**config.mk**
```make
export PLATFORM = sky130hd
export DESIGN_NAME = pc_sequencer
export DESIGN_NICKNAME = d
export VERILOG_FILES = /design/src/rtl/pc_sequencer_pkg.sv /design/src/rtl/pc_sequencer_ras_stack.sv /design/src/rtl/pc_sequencer.sv
export SDC_FILE = /design/constraint.sdc
export NUM_CORES = 1
export LEC_CHECK = 0
export ABC_AREA = 1
export CORE_MARGIN = 10
export CORE_UTILIZATION = 55
export CTS_CLUSTER_DIAMETER = 50
export CTS_CLUSTER_SIZE = 24
export DETAILED_ROUTE_END_ITERATION = 6
export GPL_TIMING_DRIVEN = 0
export PLACE_DENSITY = 0.78
export REMOVE_ABC_BUFFERS = 1
export SYNTH_ARGS = -nofsm -noshare
export SYNTH_HDL_FRONTEND = slang
export SYNTH_SLANG_ARGS = --single-unit
```
**constraint.sdc**
```tcl
create_clock -name clk -period 4.8 [get_ports clk]
set_clock_uncertainty 0.15 [all_clocks]
set_input_delay 0.72 -clock clk [delete_from_list [all_inputs] [get_ports clk]]
set_output_delay 0.72 -clock clk [all_outputs]
set_load 0.02 [all_outputs]
```
**src/rtl/pc_sequencer_pkg.sv**
```systemverilog
// Shared definitions for the fetch PC sequencer: next-PC select codes
// and sequencer FSM state encodings.
package pc_sequencer_pkg;

    localparam logic [1:0] PCSRC_SEQ = 2'b00;
    localparam logic [1:0] PCSRC_JMP = 2'b01;
    localparam logic [1:0] PCSRC_BR  = 2'b10;
    localparam logic [1:0] PCSRC_RET = 2'b11;

    typedef enum logic [1:0] {
        ST_BOOT  = 2'b00,
        ST_RUN   = 2'b01,
        ST_FLUSH = 2'b10,
        ST_HALT  = 2'b11
    } pcs_state_e;

endpackage

```
**src/rtl/pc_sequencer_ras_stack.sv**
```systemverilog
// Return-address stack: circular storage with a write pointer and a
// saturating valid count. A push when full overwrites the oldest entry.
// Ports:
//   clk, rst_n   clock, async active-low reset (clears count/pointer)
//   push_i       write data_i at the top, count saturates at DEPTH
//   pop_i        drop the top entry (ignored when empty)
//   data_i       address to push
//   top_o        most recently pushed valid entry
//   cnt_o        number of valid entries (0..DEPTH)
//   full_o       cnt_o == DEPTH
//   empty_o      cnt_o == 0
module pc_sequencer_ras_stack #(
    parameter int W     = 16,
    parameter int DEPTH = 8,
    parameter int AW    = $clog2(DEPTH),
    parameter int CW    = $clog2(DEPTH) + 1
) (
    input  logic          clk,
    input  logic          rst_n,
    input  logic          push_i,
    input  logic          pop_i,
    input  logic [W-1:0]  data_i,
    output logic [W-1:0]  top_o,
    output logic [CW-1:0] cnt_o,
    output logic          full_o,
    output logic          empty_o
);

    logic [W-1:0]  mem_q [DEPTH];
    logic [AW-1:0] ptr_q, ptr_d;
    logic [CW-1:0] cnt_q, cnt_d;

    assign full_o  = (cnt_q == CW'(DEPTH));
    assign empty_o = (cnt_q == '0);
    assign cnt_o   = cnt_q;
    // ptr_q is the next free slot; the top sits one below it (mod DEPTH).
    assign top_o   = mem_q[ptr_q - AW'(1)];

    always_comb begin
        ptr_d = ptr_q;
        cnt_d = cnt_q;
        if (push_i) begin
            ptr_d = ptr_q + AW'(1);
            if (!full_o) begin
                cnt_d = cnt_q + CW'(1);
            end
        end else if (pop_i && !empty_o) begin
            ptr_d = ptr_q - AW'(1);
            cnt_d = cnt_q - CW'(1);
        end
    end

    always_ff @(posedge clk or negedge rst_n) begin
        if (!rst_n) begin
            ptr_q <= '0;
            cnt_q <= '0;
        end else begin
            ptr_q <= ptr_d;
            cnt_q <= cnt_d;
        end
    end

    // Entry contents are meaningless once the count is zero, so no reset.
    always_ff @(posedge clk) begin
        if (push_i) begin
            mem_q[ptr_q] <= data_i;
        end
    end

endmodule

```
**src/rtl/pc_sequencer.sv**
```systemverilog
// Fetch PC sequencer: owns the PC register, a BOOT/RUN/FLUSH/HALT FSM,
// and a return-address stack for call/return redirects.
// Optional feature macro: RAS_TRAP_EN (trap + HALT on RAS overflow or
// underflow; without it the stack wraps and empty returns go to RESET_PC).
// Ports:
//   clk, rst_n       clock, async active-low reset
//   stall_i          freeze PC, FSM and RAS (not in HALT)
//   pc_src_i         00 seq, 01 jump, 10 branch taken, 11 return
//   is_call_i        with jump: push link_pc_i
//   jump_target_i    jump target
//   br_target_i      taken-branch target
//   link_pc_i        return address pushed by a call
//   pc_o             fetch address
//   fetch_valid_o    instruction at pc_o is issued
//   flush_o          kill the IF/ID instruction
//   ras_cnt_o        valid RAS entries
//   trap_o           one-cycle RAS fault pulse
module pc_sequencer
    import pc_sequencer_pkg::*;
#(
    parameter int              PC_W      = 16,
    parameter int              RAS_DEPTH = 8,
    parameter logic [PC_W-1:0] RESET_PC  = '0,
    parameter logic [PC_W-1:0] TRAP_VEC  = PC_W'(16'hFFF0),
    parameter int              CW        = $clog2(RAS_DEPTH) + 1
) (
    input  logic            clk,
    input  logic            rst_n,
    input  logic            stall_i,
    input  logic [1:0]      pc_src_i,
    input  logic            is_call_i,
    input  logic [PC_W-1:0] jump_target_i,
    input  logic [PC_W-1:0] br_target_i,
    input  logic [PC_W-1:0] link_pc_i,
    output logic [PC_W-1:0] pc_o,
    output logic            fetch_valid_o,
    output logic            flush_o,
    output logic [CW-1:0]   ras_cnt_o,
    output logic            trap_o
);

    pcs_state_e      state_q, state_d;
    logic [PC_W-1:0] pc_q, pc_d;
    logic            fv_q, fv_d;
    logic            flush_q, flush_d;

    logic            act;
    logic            push_req, pop_req;
    logic            ras_push, ras_pop;
    logic            ras_full, ras_empty;
    logic [PC_W-1:0] ras_top;
    logic [PC_W-1:0] ret_tgt;
    logic            fault;

    // A decision is taken only in RUN on a non-stalled cycle.
    assign act      = (state_q == ST_RUN) && !stall_i;
    assign push_req = act && (pc_src_i == PCSRC_JMP) && is_call_i;
    assign pop_req  = act && (pc_src_i == PCSRC_RET);
    assign ret_tgt  = ras_empty ? RESET_PC : ras_top;

`ifdef RAS_TRAP_EN
    logic trap_q;

    assign fault    = (push_req && ras_full) || (pop_req && ras_empty);
    assign ras_push = push_req && !ras_full;
    assign ras_pop  = pop_req && !ras_empty;
    assign trap_o   = trap_q;

    always_ff @(posedge clk or negedge rst_n) begin
        if (!rst_n) begin
            trap_q <= 1'b0;
        end else begin
            trap_q <= fault;
        end
    end
`else
    logic unused_full;

    assign unused_full = ras_full;
    assign fault       = 1'b0;
    assign ras_push    = push_req;
    assign ras_pop     = pop_req && !ras_empty;
    assign trap_o      = 1'b0;
`endif

    pc_sequencer_ras_stack #(
        .W     (PC_W),
        .DEPTH (RAS_DEPTH)
    ) u_ras (
        .clk     (clk),
        .rst_n   (rst_n),
        .push_i  (ras_push),
        .pop_i   (ras_pop),
        .data_i  (link_pc_i),
        .top_o   (ras_top),
        .cnt_o   (ras_cnt_o),
        .full_o  (ras_full),
        .empty_o (ras_empty)
    );

    always_comb begin
        state_d = state_q;
        pc_d    = pc_q;
        if (state_q != ST_HALT && !stall_i) begin
            unique case (state_q)
                ST_BOOT: begin
                    state_d = ST_RUN;
                end
                ST_RUN: begin
                    if (fault) begin
                        pc_d    = TRAP_VEC;
                        state_d = ST_HALT;
                    end else begin
                        unique case (pc_src_i)
                            PCSRC_SEQ: pc_d = pc_q + PC_W'(1);
                            PCSRC_JMP: pc_d = jump_target_i;
                            PCSRC_BR:  pc_d = br_target_i;
                            PCSRC_RET: pc_d = ret_tgt;
                        endcase
                        if (pc_src_i != PCSRC_SEQ) begin
                            state_d = ST_FLUSH;
                        end
                    end
                end
                ST_FLUSH: begin
                    pc_d    = pc_q + PC_W'(1);
                    state_d = ST_RUN;
                end
                ST_HALT: begin
                    state_d = ST_HALT;
                end
            endcase
        end
        // Outputs are registered copies of what the next state implies.
        fv_d    = (state_d == ST_RUN);
        flush_d = (state_d == ST_FLUSH);
    end

    always_ff @(posedge clk or negedge rst_n) begin
        if (!rst_n) begin
            state_q <= ST_BOOT;
            pc_q    <= RESET_PC;
            fv_q    <= 1'b0;
            flush_q <= 1'b0;
        end else begin
            state_q <= state_d;
            pc_q    <= pc_d;
            fv_q    <= fv_d;
            flush_q <= flush_d;
        end
    end

    assign pc_o          = pc_q;
    assign fetch_valid_o = fv_q;
    assign flush_o       = flush_q;

endmodule

```
==> results.yml <==
critical_path:
  reg2reg_depth: 11
  path_class: "register to register"
  reg2reg_from: "u_ras.ptr_q[0]"
  crit_cells: 11
  cp_slowest_cell: "dfrtp_2"
  cp_max_fo: 52
  crit_top_cell: "nand2_1"
  reg2reg_slack_ns: 1.59
  worstReg2RegEnd: "pc_o[1]"
  cp_slowest_stage_delay_ns: 0.78
  cp.required_ns: 4.96
  path_cells: "inv_2 > buf_12 > ha_2 > inv_1 > nand2_1 > nand2_1 > o211ai_1 > nand3_1 > nand2_1 > nand2_1 > nand2_1"
  crit_arrival_ns: 3.37
  cp_top_family: "simple AND/OR/NAND/NOR gates"
  cp_num_buf_inv: 3
  startpoint_type: "register"
  critPathCaptureType: "register"
sta:
  fmax_ghz: 0.3114
  hold_viol_final: 0
  fin_setup_tns_ns: 0
  tightest_slew_ns: 1.129
  slew_headroom_pct: 24.44
  worst_slack_ns: 1.589
  grt_setup_unrepaired: "no"
  finalCritPeriodShare_pct: 66.90
  setup_viol: 0
  timing.hold.ws_ns: 0.1693
  timing.final.crit_period_ns: 3.211
  finalMaxSlewViolations: 0
power:
  powerDensity_nw_per_um2: 594.4
  power.leakage_nw: 3.153
  vdd_drop_max_mv: 0.3928
routing:
  antenna_left: 0
  post_drt_wl_per_cell_um: 18.76
  drc: 0
  routed_via_density: 5.811
  drt_iter0_markers: 597
  first_pass_iters: 5
  drt-total-wl_um: 17390
  vias: 5387
run_status:
  status: "finished clean"
yosys:
  yosysSeqAreaShare_pct: 64.35
  yosys_warnings: 0
  ys_seq_elements: 155
  syn_area_um2: 7023
  syn_area_per_cell_um2: 10.48
  synthCells: 670
  ys_types: 31
clock_tree:
  cts.repair.resized: 0
  path_clk_slew_ns: 0.06
  cts_buffer_depth: 2
  numCtsBuffers: 17
  cts_tree: "done"
  cts_sinks: 155
  root_buffer: "clkbuf_16"
  hold_buffers: 0
  cts_setup_buffers: 0
  clock_latency_ns: 0.42
  htreeDepth: 4
die:
  die_area_um2: 17690
  die_h_um: 133
  start_util_pct: 55.88
  num_rows: 41
  coreArea_um2: 12570
  die_width_um: 133
  design.portCount: 77
cells_and_area:
  antenna_cells: 0
  syn_to_final_growth_pct: 21.79
  regArea_um2: 4521
  nFillCells: 872
  final_cell_mix: "edfxtp_1 (128), nor2_1 (120), nand2_1 (114), clkdlybuf4s50_1 (74), o21ai_0 (68)"
  multi_input_area_um2: 2215
  fin_nets: 804
  drive_above_1_share_pct: 8.609
  layout_commonest_cell: "edfxtp_1"
placed_design:
  io_buffers: 75
  place.gp.congestion: 0.9282
  post-place-ws_ns: 1.148
  dpl.hpwl_um: 11630
grt:
  grtUsageTotal_pct: 19.80
  grt_max_degree: 55
  grt_pass1_wl_um: 27450
  antenna_found_initial: 0
  grt_overflow: 0
  grt_pass1_vias: 5324
worst_hold_path:
  min_path_type: "input pin to asynchronous set/reset pin"
run:
  cap_viol_max_count: 0
==> stage by stage <==
step / power (mW) / area, um2 / cells / util, %
2_1_floorplan: 3.038 / 6839 / 637 / -
3_3_place_gp: 3.647 / 7805 / 884 / 62.10
3_5_place_dp: 3.821 / 8006 / 895 / 63.70
4_1_cts: 5.091 / 8558 / 927 / 68.09
5_1_grt: 5.399 / 8553 / 927 / 68.05
6_report: 5.084 / 8553 / 927 / 68.05
==> power breakdown <==
group / leakage, nW / switching [mW] / internal [mW]
sequential: 1.48 / 0.186 / 1.58
combinational: 1.41 / 1.31 / 0.762
clock: 0.261 / 0.535 / 0.713
total: 3.15 / 2.03 / 3.05
==> logic make-up after synthesis <==
family	synth area share [%]
simple gates	17.69
fa+ha+maj	1.425
compound gates	11.35
flops	64.35
other cells	0.05340
xor+xnor	0.6235
buf+inv	4.507
==> registers in the layout, summed over array words and instances, names as in the netlist <==
register,count
u_ras.mem_q,128
pc_o,16
u_ras.cnt_o,4
u_ras.ptr_q,3
state_q,2
fetch_valid_o,1
flush_o,1
==> per-layer routing <==
layer  vias up  routed length [um]  global-route usage (%)
li1       2491                   -                       -
met1      2595                7367                   25.17
met2       266                8469                   32.29
met3        35                1227                   4.883
met4         0                 325                   6.846
met5         -                   0                       0
==> how the worst max path moves through the flow <==
| stage | startpoint | end | slack [ns] |
|---|---|---|---|
| 3_5_place_dp | pc_src_i[0] | u_ras.mem_q[5][1] | 1.15 |
| 5_1_grt | u_ras.ptr_q[0] | pc_o[15] | 1.34 |
| 3_3_place_gp | u_ras.ptr_q[0] | pc_o[11] | -1.86 |
| 4_1_cts | pc_src_i[0] | u_ras.mem_q[5][3] | 1.58 |
| 6_report | u_ras.ptr_q[0] | pc_o[1] | 1.59 |
| 2_1_floorplan | u_ras.ptr_q[0] | pc_o[11] | 0.32 |
==> final cells by class <==
class | instances | area share [%]
clock inverter | 14 | 1.434
tap | 172 | 2.516
timing repair buffer | 86 | 10.74
sequential | 155 | 52.85
inverter | 35 | 1.551
multi-input combinational | 447 | 25.89
clock buffer | 18 | 5.018
==> worst reg2reg max path: stages (launching register included) <==
cell and delay [ns]:
dfrtp_2 0.78, inv_2 0.30, buf_12 0.27, ha_2 0.24
inv_1 0.07, nand2_1 0.05, nand2_1 0.58, o211ai_1 0.23
nand3_1 0.20, nand2_1 0.11, nand2_1 0.08, nand2_1 0.05
==> Yosys cell counts <==
master | count | area (um2)
o22ai_1 | 1 | 6.260
nor2_4 | 1 | 11.26
buf_6 | 2 | 22.52
o211ai_1 | 29 | 217.7
o21ai_0 | 68 | 340.3
clkbuf_1 | 11 | 41.29
nand3_1 | 47 | 235.2
clkinv_2 | 1 | 5.000
nor3_1 | 3 | 15.01
buf_4 | 8 | 60.06
a21oi_4 | 1 | 16.27
buf_2 | 12 | 60.06
nor2_2 | 2 | 12.51
inv_1 | 34 | 127.6
a21oi_1 | 16 | 80.08
ha_1 | 8 | 100.1
nor2_1 | 126 | 473.0
edfxtp_1 | 128 | 3844
xor2_1 | 4 | 35.03
nor2b_1 | 1 | 6.260
nand4_1 | 1 | 6.260
nand2_1 | 114 | 427.9
conb_1 | 1 | 3.750
dfrtp_1 | 27 | 675.7
or2_2 | 4 | 25.02
nand2_2 | 2 | 12.51
nand3_4 | 1 | 17.52
xnor2_1 | 1 | 8.760
a221oi_1 | 14 | 122.6
a22o_1 | 1 | 8.760
o21ai_1 | 1 | 5.000
No activity file was read; power rests on OpenSTA's default activity.
